### src/rtl/accel_pkg.sv
// Shared definitions for the matmul tile sequencer: FSM states, buffer latency,
// default widths and the drain-length helper.
package accel_pkg;

  typedef enum logic [2:0] {
    StIdle,
    StLoadWt,
    StStream,
    StDrain,
    StWriteback,
    StDone
  } seq_state_e;

  localparam int unsigned BUF_RD_LAT     = 1;
  localparam int unsigned DEF_ADDR_W     = 15;
  localparam int unsigned DEF_OPB_ADDR_W = 4;
  localparam int unsigned DEF_K_W        = 8;

  // One cycle for the last buffer read to land, then 2N-1 cycles of skew flush.
  function automatic int unsigned drain_len(input int unsigned arr_size);
    return BUF_RD_LAT + 2 * arr_size - 1;
  endfunction

endpackage

### src/rtl/seq_phase_counter.sv
// Loadable up-counter shared by all sequencer phases. A load clears the count
// and captures the phase length; last flags the final cycle of the phase.
module seq_phase_counter #(
  parameter int unsigned W = 8
) (
  input  logic         clk,
  input  logic         rst_n,
  input  logic         load,
  input  logic         en,
  input  logic [W-1:0] limit,
  output logic [W-1:0] count,
  output logic         last
);

  logic [W-1:0] count_q;
  logic [W-1:0] limit_q;

  // Load has priority over counting so a phase can end and the next begin together.
  always_ff @(posedge clk or negedge rst_n) begin
    if (!rst_n) begin
      count_q <= '0;
      limit_q <= '0;
    end else if (load) begin
      count_q <= '0;
      limit_q <= limit;
    end else if (en) begin
      count_q <= count_q + W'(1);
    end
  end

  assign count = count_q;
  assign last  = (count_q == limit_q - W'(1));

endmodule

### src/rtl/matmul_sequencer.sv
// Tile-level scheduler for one systolic matrix multiply: clear, load weights,
// stream inputs, drain the skewed array, write accumulated rows back.
// Optional build macro MATMUL_SEQ_PERF_EN adds the perf_cycles busy-cycle counter.
module matmul_sequencer
  import accel_pkg::*;
#(
  parameter int unsigned ARR_SIZE   = 4,
  parameter int unsigned ADDR_W     = DEF_ADDR_W,
  parameter int unsigned OPB_ADDR_W = DEF_OPB_ADDR_W,
  parameter int unsigned K_W        = DEF_K_W
) (
  input  logic                  clk,
  input  logic                  rst_n,
  input  logic                  start,
  input  logic [ADDR_W-1:0]     cfg_wt_base,
  input  logic [ADDR_W-1:0]     cfg_inp_base,
  input  logic [K_W-1:0]        cfg_k_len,
  input  logic [OPB_ADDR_W-1:0] cfg_op_addr,
  input  logic                  opb_stall,
  output logic                  busy,
  output logic                  done,
  output logic                  acc_clear,
  output logic                  wt_rd_en,
  output logic [ADDR_W-1:0]     wt_rd_addr,
  output logic                  arr_load_wt,
  output logic                  inp_rd_en,
  output logic [ADDR_W-1:0]     inp_rd_addr,
  output logic                  arr_valid,
  output logic                  acc_wr_en,
  output logic [OPB_ADDR_W-1:0] acc_op_addr
`ifdef MATMUL_SEQ_PERF_EN
  ,
  output logic [31:0]           perf_cycles
`endif
);

  localparam int unsigned DRAIN_LEN = drain_len(ARR_SIZE);
  localparam int unsigned DRAIN_W   = $clog2(DRAIN_LEN) + 1;
  localparam int unsigned CNT_W     = (K_W > DRAIN_W) ? K_W : DRAIN_W;

  seq_state_e state_q, state_d;

  logic [ADDR_W-1:0]     wt_base_q;
  logic [ADDR_W-1:0]     inp_base_q;
  logic [K_W-1:0]        k_len_q;
  logic [OPB_ADDR_W-1:0] op_addr_q;

  logic             cfg_latch;
  logic             cnt_load;
  logic             cnt_en;
  logic [CNT_W-1:0] cnt_limit;
  logic [CNT_W-1:0] cnt;
  logic             cnt_last;

  seq_phase_counter #(
    .W (CNT_W)
  ) u_phase_cnt (
    .clk   (clk),
    .rst_n (rst_n),
    .load  (cnt_load),
    .en    (cnt_en),
    .limit (cnt_limit),
    .count (cnt),
    .last  (cnt_last)
  );

  // State register.
  always_ff @(posedge clk or negedge rst_n) begin
    if (!rst_n) begin
      state_q <= StIdle;
    end else begin
      state_q <= state_d;
    end
  end

  // Tile configuration is captured only when a start is accepted in idle.
  always_ff @(posedge clk or negedge rst_n) begin
    if (!rst_n) begin
      wt_base_q  <= '0;
      inp_base_q <= '0;
      k_len_q    <= '0;
      op_addr_q  <= '0;
    end else if (cfg_latch) begin
      wt_base_q  <= cfg_wt_base;
      inp_base_q <= cfg_inp_base;
      k_len_q    <= cfg_k_len;
      op_addr_q  <= cfg_op_addr;
    end
  end

  // Buffer data arrives one cycle after the read strobe; the array consumes it then.
  always_ff @(posedge clk or negedge rst_n) begin
    if (!rst_n) begin
      arr_load_wt <= 1'b0;
      arr_valid   <= 1'b0;
    end else begin
      arr_load_wt <= wt_rd_en;
      arr_valid   <= inp_rd_en;
    end
  end

  // Phase sequencing: each phase reloads the shared counter with its own length.
  always_comb begin
    state_d   = state_q;
    cfg_latch = 1'b0;
    cnt_load  = 1'b0;
    cnt_en    = 1'b0;
    cnt_limit = '0;
    acc_clear = 1'b0;
    wt_rd_en  = 1'b0;
    inp_rd_en = 1'b0;
    acc_wr_en = 1'b0;
    done      = 1'b0;
    unique case (state_q)
      StIdle: begin
        if (start) begin
          cfg_latch = 1'b1;
          acc_clear = 1'b1;
          if (cfg_k_len == '0) begin
            state_d = StDone;
          end else begin
            state_d   = StLoadWt;
            cnt_load  = 1'b1;
            cnt_limit = CNT_W'(ARR_SIZE);
          end
        end
      end
      StLoadWt: begin
        wt_rd_en = 1'b1;
        cnt_en   = 1'b1;
        if (cnt_last) begin
          state_d   = StStream;
          cnt_load  = 1'b1;
          cnt_limit = CNT_W'(k_len_q);
        end
      end
      StStream: begin
        inp_rd_en = 1'b1;
        cnt_en    = 1'b1;
        if (cnt_last) begin
          state_d   = StDrain;
          cnt_load  = 1'b1;
          cnt_limit = CNT_W'(DRAIN_LEN);
        end
      end
      StDrain: begin
        cnt_en = 1'b1;
        if (cnt_last) begin
          state_d   = StWriteback;
          cnt_load  = 1'b1;
          cnt_limit = CNT_W'(ARR_SIZE);
        end
      end
      StWriteback: begin
        // A stalled cycle neither writes nor advances the row index.
        if (!opb_stall) begin
          acc_wr_en = 1'b1;
          cnt_en    = 1'b1;
          if (cnt_last) begin
            state_d = StDone;
          end
        end
      end
      StDone: begin
        done    = 1'b1;
        state_d = StIdle;
      end
      default: state_d = StIdle;
    endcase
  end

  assign busy        = (state_q != StIdle);
  assign wt_rd_addr  = wt_rd_en  ? (wt_base_q + ADDR_W'(cnt))      : '0;
  assign inp_rd_addr = inp_rd_en ? (inp_base_q + ADDR_W'(cnt))     : '0;
  assign acc_op_addr = acc_wr_en ? (op_addr_q + OPB_ADDR_W'(cnt))  : '0;

`ifdef MATMUL_SEQ_PERF_EN
  logic [31:0] perf_cnt_q;
  logic [31:0] perf_q;
  logic [31:0] perf_inc;

  assign perf_inc = (perf_cnt_q == '1) ? perf_cnt_q : perf_cnt_q + 32'd1;

  // Counts busy cycles of the current tile; the done cycle itself is included in the snapshot.
  always_ff @(posedge clk or negedge rst_n) begin
    if (!rst_n) begin
      perf_cnt_q <= '0;
      perf_q     <= '0;
    end else begin
      if (cfg_latch) begin
        perf_cnt_q <= '0;
      end else if (busy) begin
        perf_cnt_q <= perf_inc;
      end
      if (done) begin
        perf_q <= perf_inc;
      end
    end
  end

  assign perf_cycles = perf_q;
`endif

endmodule

### config.mk
export PLATFORM = sky130hd
export DESIGN_NAME = matmul_sequencer
export DESIGN_NICKNAME = d
export VERILOG_FILES = /design/src/rtl/accel_pkg.sv /design/src/rtl/seq_phase_counter.sv /design/src/rtl/matmul_sequencer.sv
export SDC_FILE = /design/constraint.sdc
export NUM_CORES = 1
export LEC_CHECK = 0
export BUFFER_PORTS_ARGS = -buffer_cell sky130_fd_sc_hd__buf_2
export CORE_ASPECT_RATIO = 1.4
export CORE_MARGIN = 2
export CORE_UTILIZATION = 50
export DETAILED_ROUTE_END_ITERATION = 8
export PLACE_DENSITY = 0.76
export SYNTH_ARGS = -nofsm -noshare
export SYNTH_HDL_FRONTEND = slang
export SYNTH_SLANG_ARGS = --single-unit
### constraint.sdc
create_clock -name clk -period 3.05 [get_ports clk]
set_input_delay 0.4575 -clock clk [delete_from_list [all_inputs] [get_ports clk]]
set_output_delay 0.4575 -clock clk [all_outputs]
set_load 0.05 [all_outputs]
==> Word-level counts from Yosys, hierarchy flattened <==
Index checks and enable logic that the tools add are counted.
{ "word_totals": {"regBits": 63, "latch_bits": 0, "ram_bits": 0, "romBits": 0, "input_bits": 46, "wordCells": 63, "mem_count": 0} }
{ "classes": {"addsub": 5, "mul": 0, "n_div": 0, "magnitude_cmp": 0, "eq_ne": 12, "shifts": 0, "mux": 31, "bitwise_logic": 0, "n_reduce_logical": 6} }
{ "ops": {"columns": ["cell", "n"], "rows": [
  ["case mux 8 bit (4 select lines)", 1],
  ["adder 15 x 8 -> 15 bit", 2],
  ["two-way mux 15 bit", 2],
  ["two-way mux 3 bit", 10],
  ["two-way mux 8 bit", 3],
  ["case mux 3 bit (5 select lines)", 1],
  ["!= test 2 bit (second input constant)", 6],
  ["two-way mux 1 bit", 10],
  ["adder 8 x 1 -> 8 bit (second input constant)", 1],
  ["== test 8 bit", 1],
  ["logical NOT 8 bit", 1],
  ["two-way mux 4 bit", 2],
  ["subtractor 8 x 1 -> 8 bit (second input constant)", 1],
  ["== test 3 x 2 -> 1 bit (second input constant)", 2],
  ["== test 3 bit (second input constant)", 2],
  ["AND reduction 6 bit", 1],
  ["adder 4 bit", 1],
  ["case mux 1 bit (2 select lines)", 2],
  ["== test 3 x 1 -> 1 bit (second input constant)", 1],
  ["logical NOT 3 bit", 1],
  ["nonzero test 3 bit", 1],
  ["OR reduction 3 bit", 1],
  ["nonzero test 2 bit", 1]
]} }

==> Logic depth before layout (Yosys ltp) <==
{ "depth": {"depth_word": 5, "mapped_depth": 9, "mapped_depth_nobuf": 8} }

==> Cells and area by module <==
A second synthesis with hierarchy kept.
{ "unflattened": {"cells_unflattened": 407, "area_unflattened_um2": 4101.4} }
{ "by_module_without_submodules": {"columns": ["module", "n_inst", "cells_per_inst", "area_each_um2", "seq_area_each_um2"], "rows": [
  ["matmul_sequencer", 1, 316, 3186.8, 1176.1],
  ["seq_phase_counter", 1, 91, 914.6, 400.4]
]} }

==> Worst setup path before layout <==
OpenSTA, ideal clock, no wires.
{ "synth_timing": {"path_type": "reg2out", "from": "reg u_phase_cnt.count_q[0], in the netlist u_phase_cnt.count[0]", "to": "out wt_rd_addr[8]", "t_arrival_ns": 3.102, "path_slack_ns": -0.509, "path_stages_with_launch": 8, "path_buffers": 0, "path_cell_list": "dfrtp_1 > ha_1 > fa_1 > a21oi_1 > o21ai_0 > a2111oi_0 > o21ai_0 > a21oi_1"} }
{ "synth_via": {"elab_chain_cells": 2} }
{ "synth_rtl": {"columns": ["item", "line", "rtl"], "rows": [
  ["start: declaration", "seq_phase_counter.sv:15", "logic [W-1:0] count_q;"],
  ["start signal: assignment", "seq_phase_counter.sv:27", "count_q <= count_q + W'(1);"],
  ["adder 15 x 8 -> 15 bit", "matmul_sequencer.sv:173", "assign wt_rd_addr = wt_rd_en ? (wt_base_q + ADDR_W'(cnt)) : '0;"],
  ["two-way mux 15 bit", "matmul_sequencer.sv:173", null],
  ["end: declaration", "matmul_sequencer.sv:24", "output logic [ADDR_W-1:0] wt_rd_addr,"]
]} }
No other way between the ends.

==> Worst setup path in the final report <==
Ends and elaborated chain as after synthesis.

==> results.cfg <==
[run_status]
status = finished with violations
violations = setup timing

[detailed_routing]
finalWirelength_mm = 9.86
avgRoutedWirePerCell_microns = 16.2
wl_met3_microns = 324
ant_nets = 0
top_layer_used = met4
via_per_inst = 5.64
vias = 3436
drc = 0
drtIter0Drc = 124
dr.pass1.iters = 4
wl_met2_mm = 5.33
drt-met1-wl_mm = 3.95

[synthesis]
syn-num-nets = 475
synth.avg_cell_area_sq_um = 9.97
netlist_area_sq_um = 4040
ys.flop_type = dfrtp_1
synth-seq-cells = 63
yosys_warnings = 0
synth_edf_count = 0
async_flop_share_pct = 100
netlist-cell-type-count = 54
syn_inst = 405
yosysSeqAreaShare_pct = 39.0

[grt]
grt_pass1_wl_mm = 15.6
grt_overflow_total = 0
antenna_found_initial = 0
grt_usage_pct = 23.1
grt_pass1_vias = 3363
grt_start_max_net_pins = 44

[finish]
fin_util_pct = 64.9
antenna-diode-count = 0
multiInputGateArea_sq_um = 2500
regArea_sq_um = 1580
fin_cells = 609
mostFrequentLayoutCells = buf_2 (73), dfrtp_1 (62), nor2_1 (41), mux2_2 (41), nand2_1 (23)
final_common_cell = buf_2
syn2layout_area_growth_pct = 25.3
drive_gt1_share_pct = 38.1
nFillCells = 674
stdcell_area_sq_um = 5060
layout.nets = 577

[sta]
slew_headroom_pct = 33.4
setup_ws_ps = -30.6
period_needed_ps = 3080
report.final.slew_viol_count = 0
hold_viol = 0
rsz0062_at_grt = true
skew_ps = 10.0
tightest_slew_ps = 999
fin_crit_sh_pct = 101
fmax_mhz = 325
setup_violations = 5

[clocking]
cts_hold_buffers = 0
cts_buffer_depth = 2
cts_tree = built
cts_htree_levels = 3
clk_pin_slew_worst_paths_ps = 70
clock_latency_ps = 350
numCtsBuffers = 9
clockRootBuffer = clkbuf_8
cts_sinks = 63

[hold_path]
min_path_type = primary input to async pin

[floorplanning]
io_pins = 88
core_sq_um = 7800
die_w_microns = 79.9
dieArea_sq_um = 8820
row_count = 38
start_util_pct = 51.8
fp.dieH_microns = 110

[placement]
place_area_sq_um = 4680
place_inst = 591
io_buffers = 87
dp_hpwl_mm = 7.34
gp_congestion = 0.855

[setup_path]
end_kind = output pin
r2r_setup_slack_ps = 610
cp.arrival_ps = 2620
cp_data_required_time_ps = 2590
path_max_fanout = 5
start_kind = register
critical_path_class = register to output pin

[power_and_ir_drop]
leakage_nw = 2.37
power_density_nw_per_um2 = 1160
ir_drop_v = 0.000788
finalPower_mw = 5.85

[run]
drv_cap = 0
==> cell type report <==
class,instances,area share (%)
clock buffers,11,2.79
clock inverters,2,0.198
inverters,17,1.26
multi-input cells,312,49.4
flip-flops and latches,63,31.2
well taps,100,2.47
repair buffers,104,12.6
==> kinds of logic (layout without fill, tap and decap cells) <==
kind of cell             count (synthesis)  count (layout)  synth area share (%)
AND/OR/NAND/NOR                        137             137                  17.5
AO/OA/AOI/OAI                           68              68                  11.8
multiplexers                            46              46                  12.7
flip-flops                              63              63                  39.0
adder cells (fa/ha/maj)                 24              24                  8.00
buffers and inverters                   30             134                  2.91
XOR/XNOR                                37              37                  8.03
==> power by group <==
part / total, mW / switching (mW) / internal (mW)
clock: 0.609 / 0.308 / 0.301
combinational: 3.66 / 2.19 / 1.47
sequential: 1.58 / 0.384 / 1.20
==> state kept, by name (all words and copies together), names as in the netlist <==
name                 count
arr_load_wt              1
wt_base_q               15
op_addr_q                4
arr_valid                1
state_q                  3
k_len_q                  8
u_phase_cnt.count        8
u_phase_cnt.limit_q      8
inp_base_q              15
==> worst max-delay path, cell delays in order, from the launching register on <==
cell and delay (ps):
dfrtp_1 430, ha_4 190, fa_2 370, a21oi_4 180, o21ai_4 90, a2111oi_4 300
buf_4 190, o21ai_0 140, a21oi_2 210, buf_6 180
==> repair_timing <==
action	in CTS	in global routing
pin swaps	9	11
buffers inserted	3	2
gates resized for setup	32	25
endpoints found under the hold margin	0	0
endpoints found under the setup margin	16	16
==> synth_stat cells, types with 2 or more instances <==
master / number / area share (%)
nand4_1: 4 / 0.62
nor4_1: 2 / 0.31
mux2_2: 41 / 11
and3_1: 7 / 1.1
inv_1: 16 / 1.5
or3_1: 4 / 0.62
xor2_1: 17 / 3.7
a32o_1: 7 / 1.7
clkbuf_1: 11 / 1.0
xnor2_1: 20 / 4.3
a21o_1: 5 / 0.93
dfrtp_1: 63 / 39
nand3_1: 8 / 0.99
nor4b_1: 2 / 0.43
nand2_1: 23 / 2.1
and4_1: 4 / 0.87
nand2b_1: 6 / 0.93
a21boi_0: 2 / 0.37
fa_1: 3 / 1.5
or4_1: 4 / 0.74
nor2_1: 45 / 4.2
a311oi_1: 2 / 0.43
o21a_1: 3 / 0.56
o21ai_0: 19 / 2.4
a211oi_1: 2 / 0.37
mux2i_1: 5 / 1.2
a21oi_1: 12 / 1.5
o31ai_1: 4 / 0.74
o21bai_1: 2 / 0.37
ha_1: 21 / 6.5
nor3_1: 13 / 1.6
and2_1: 6 / 0.93
==> per-layer routing <==
metal / vias to the layer above / GRT usage, %
met5: - / 0
met4: 0 / 9.69
met3: 23 / 3.83
met2: 73 / 43.3
met1: 1691 / 25.5
li1: 1649 / -
==> worst paths after layout <==
path	start	endpoint	cells past startpoint
max	u_phase_cnt.count[0]	wt_rd_addr[8]	9
max reg2reg	u_phase_cnt.limit_q[0]	state_q[2]	8
min reg2reg	k_len_q[4]	k_len_q[4]	1
max in group asynchronous	rst_n	u_phase_cnt.count[1]	2
min in group clk	cfg_inp_base[9]	inp_base_q[9]	3
min	rst_n	wt_base_q[10]	1
==> metrics by stage <==
step           setup TNS, ps  worst slack, ps  hold WS (ps)
3_5_place_dp               0             78.9           496
5_1_grt                 -804             -154           329
2_1_floorplan           -116             -116           162
6_report                -118            -30.6           274
3_3_place_gp               0              124           492
4_1_cts                -56.5            -30.2           307
Power figures use the tool's default switching activity.
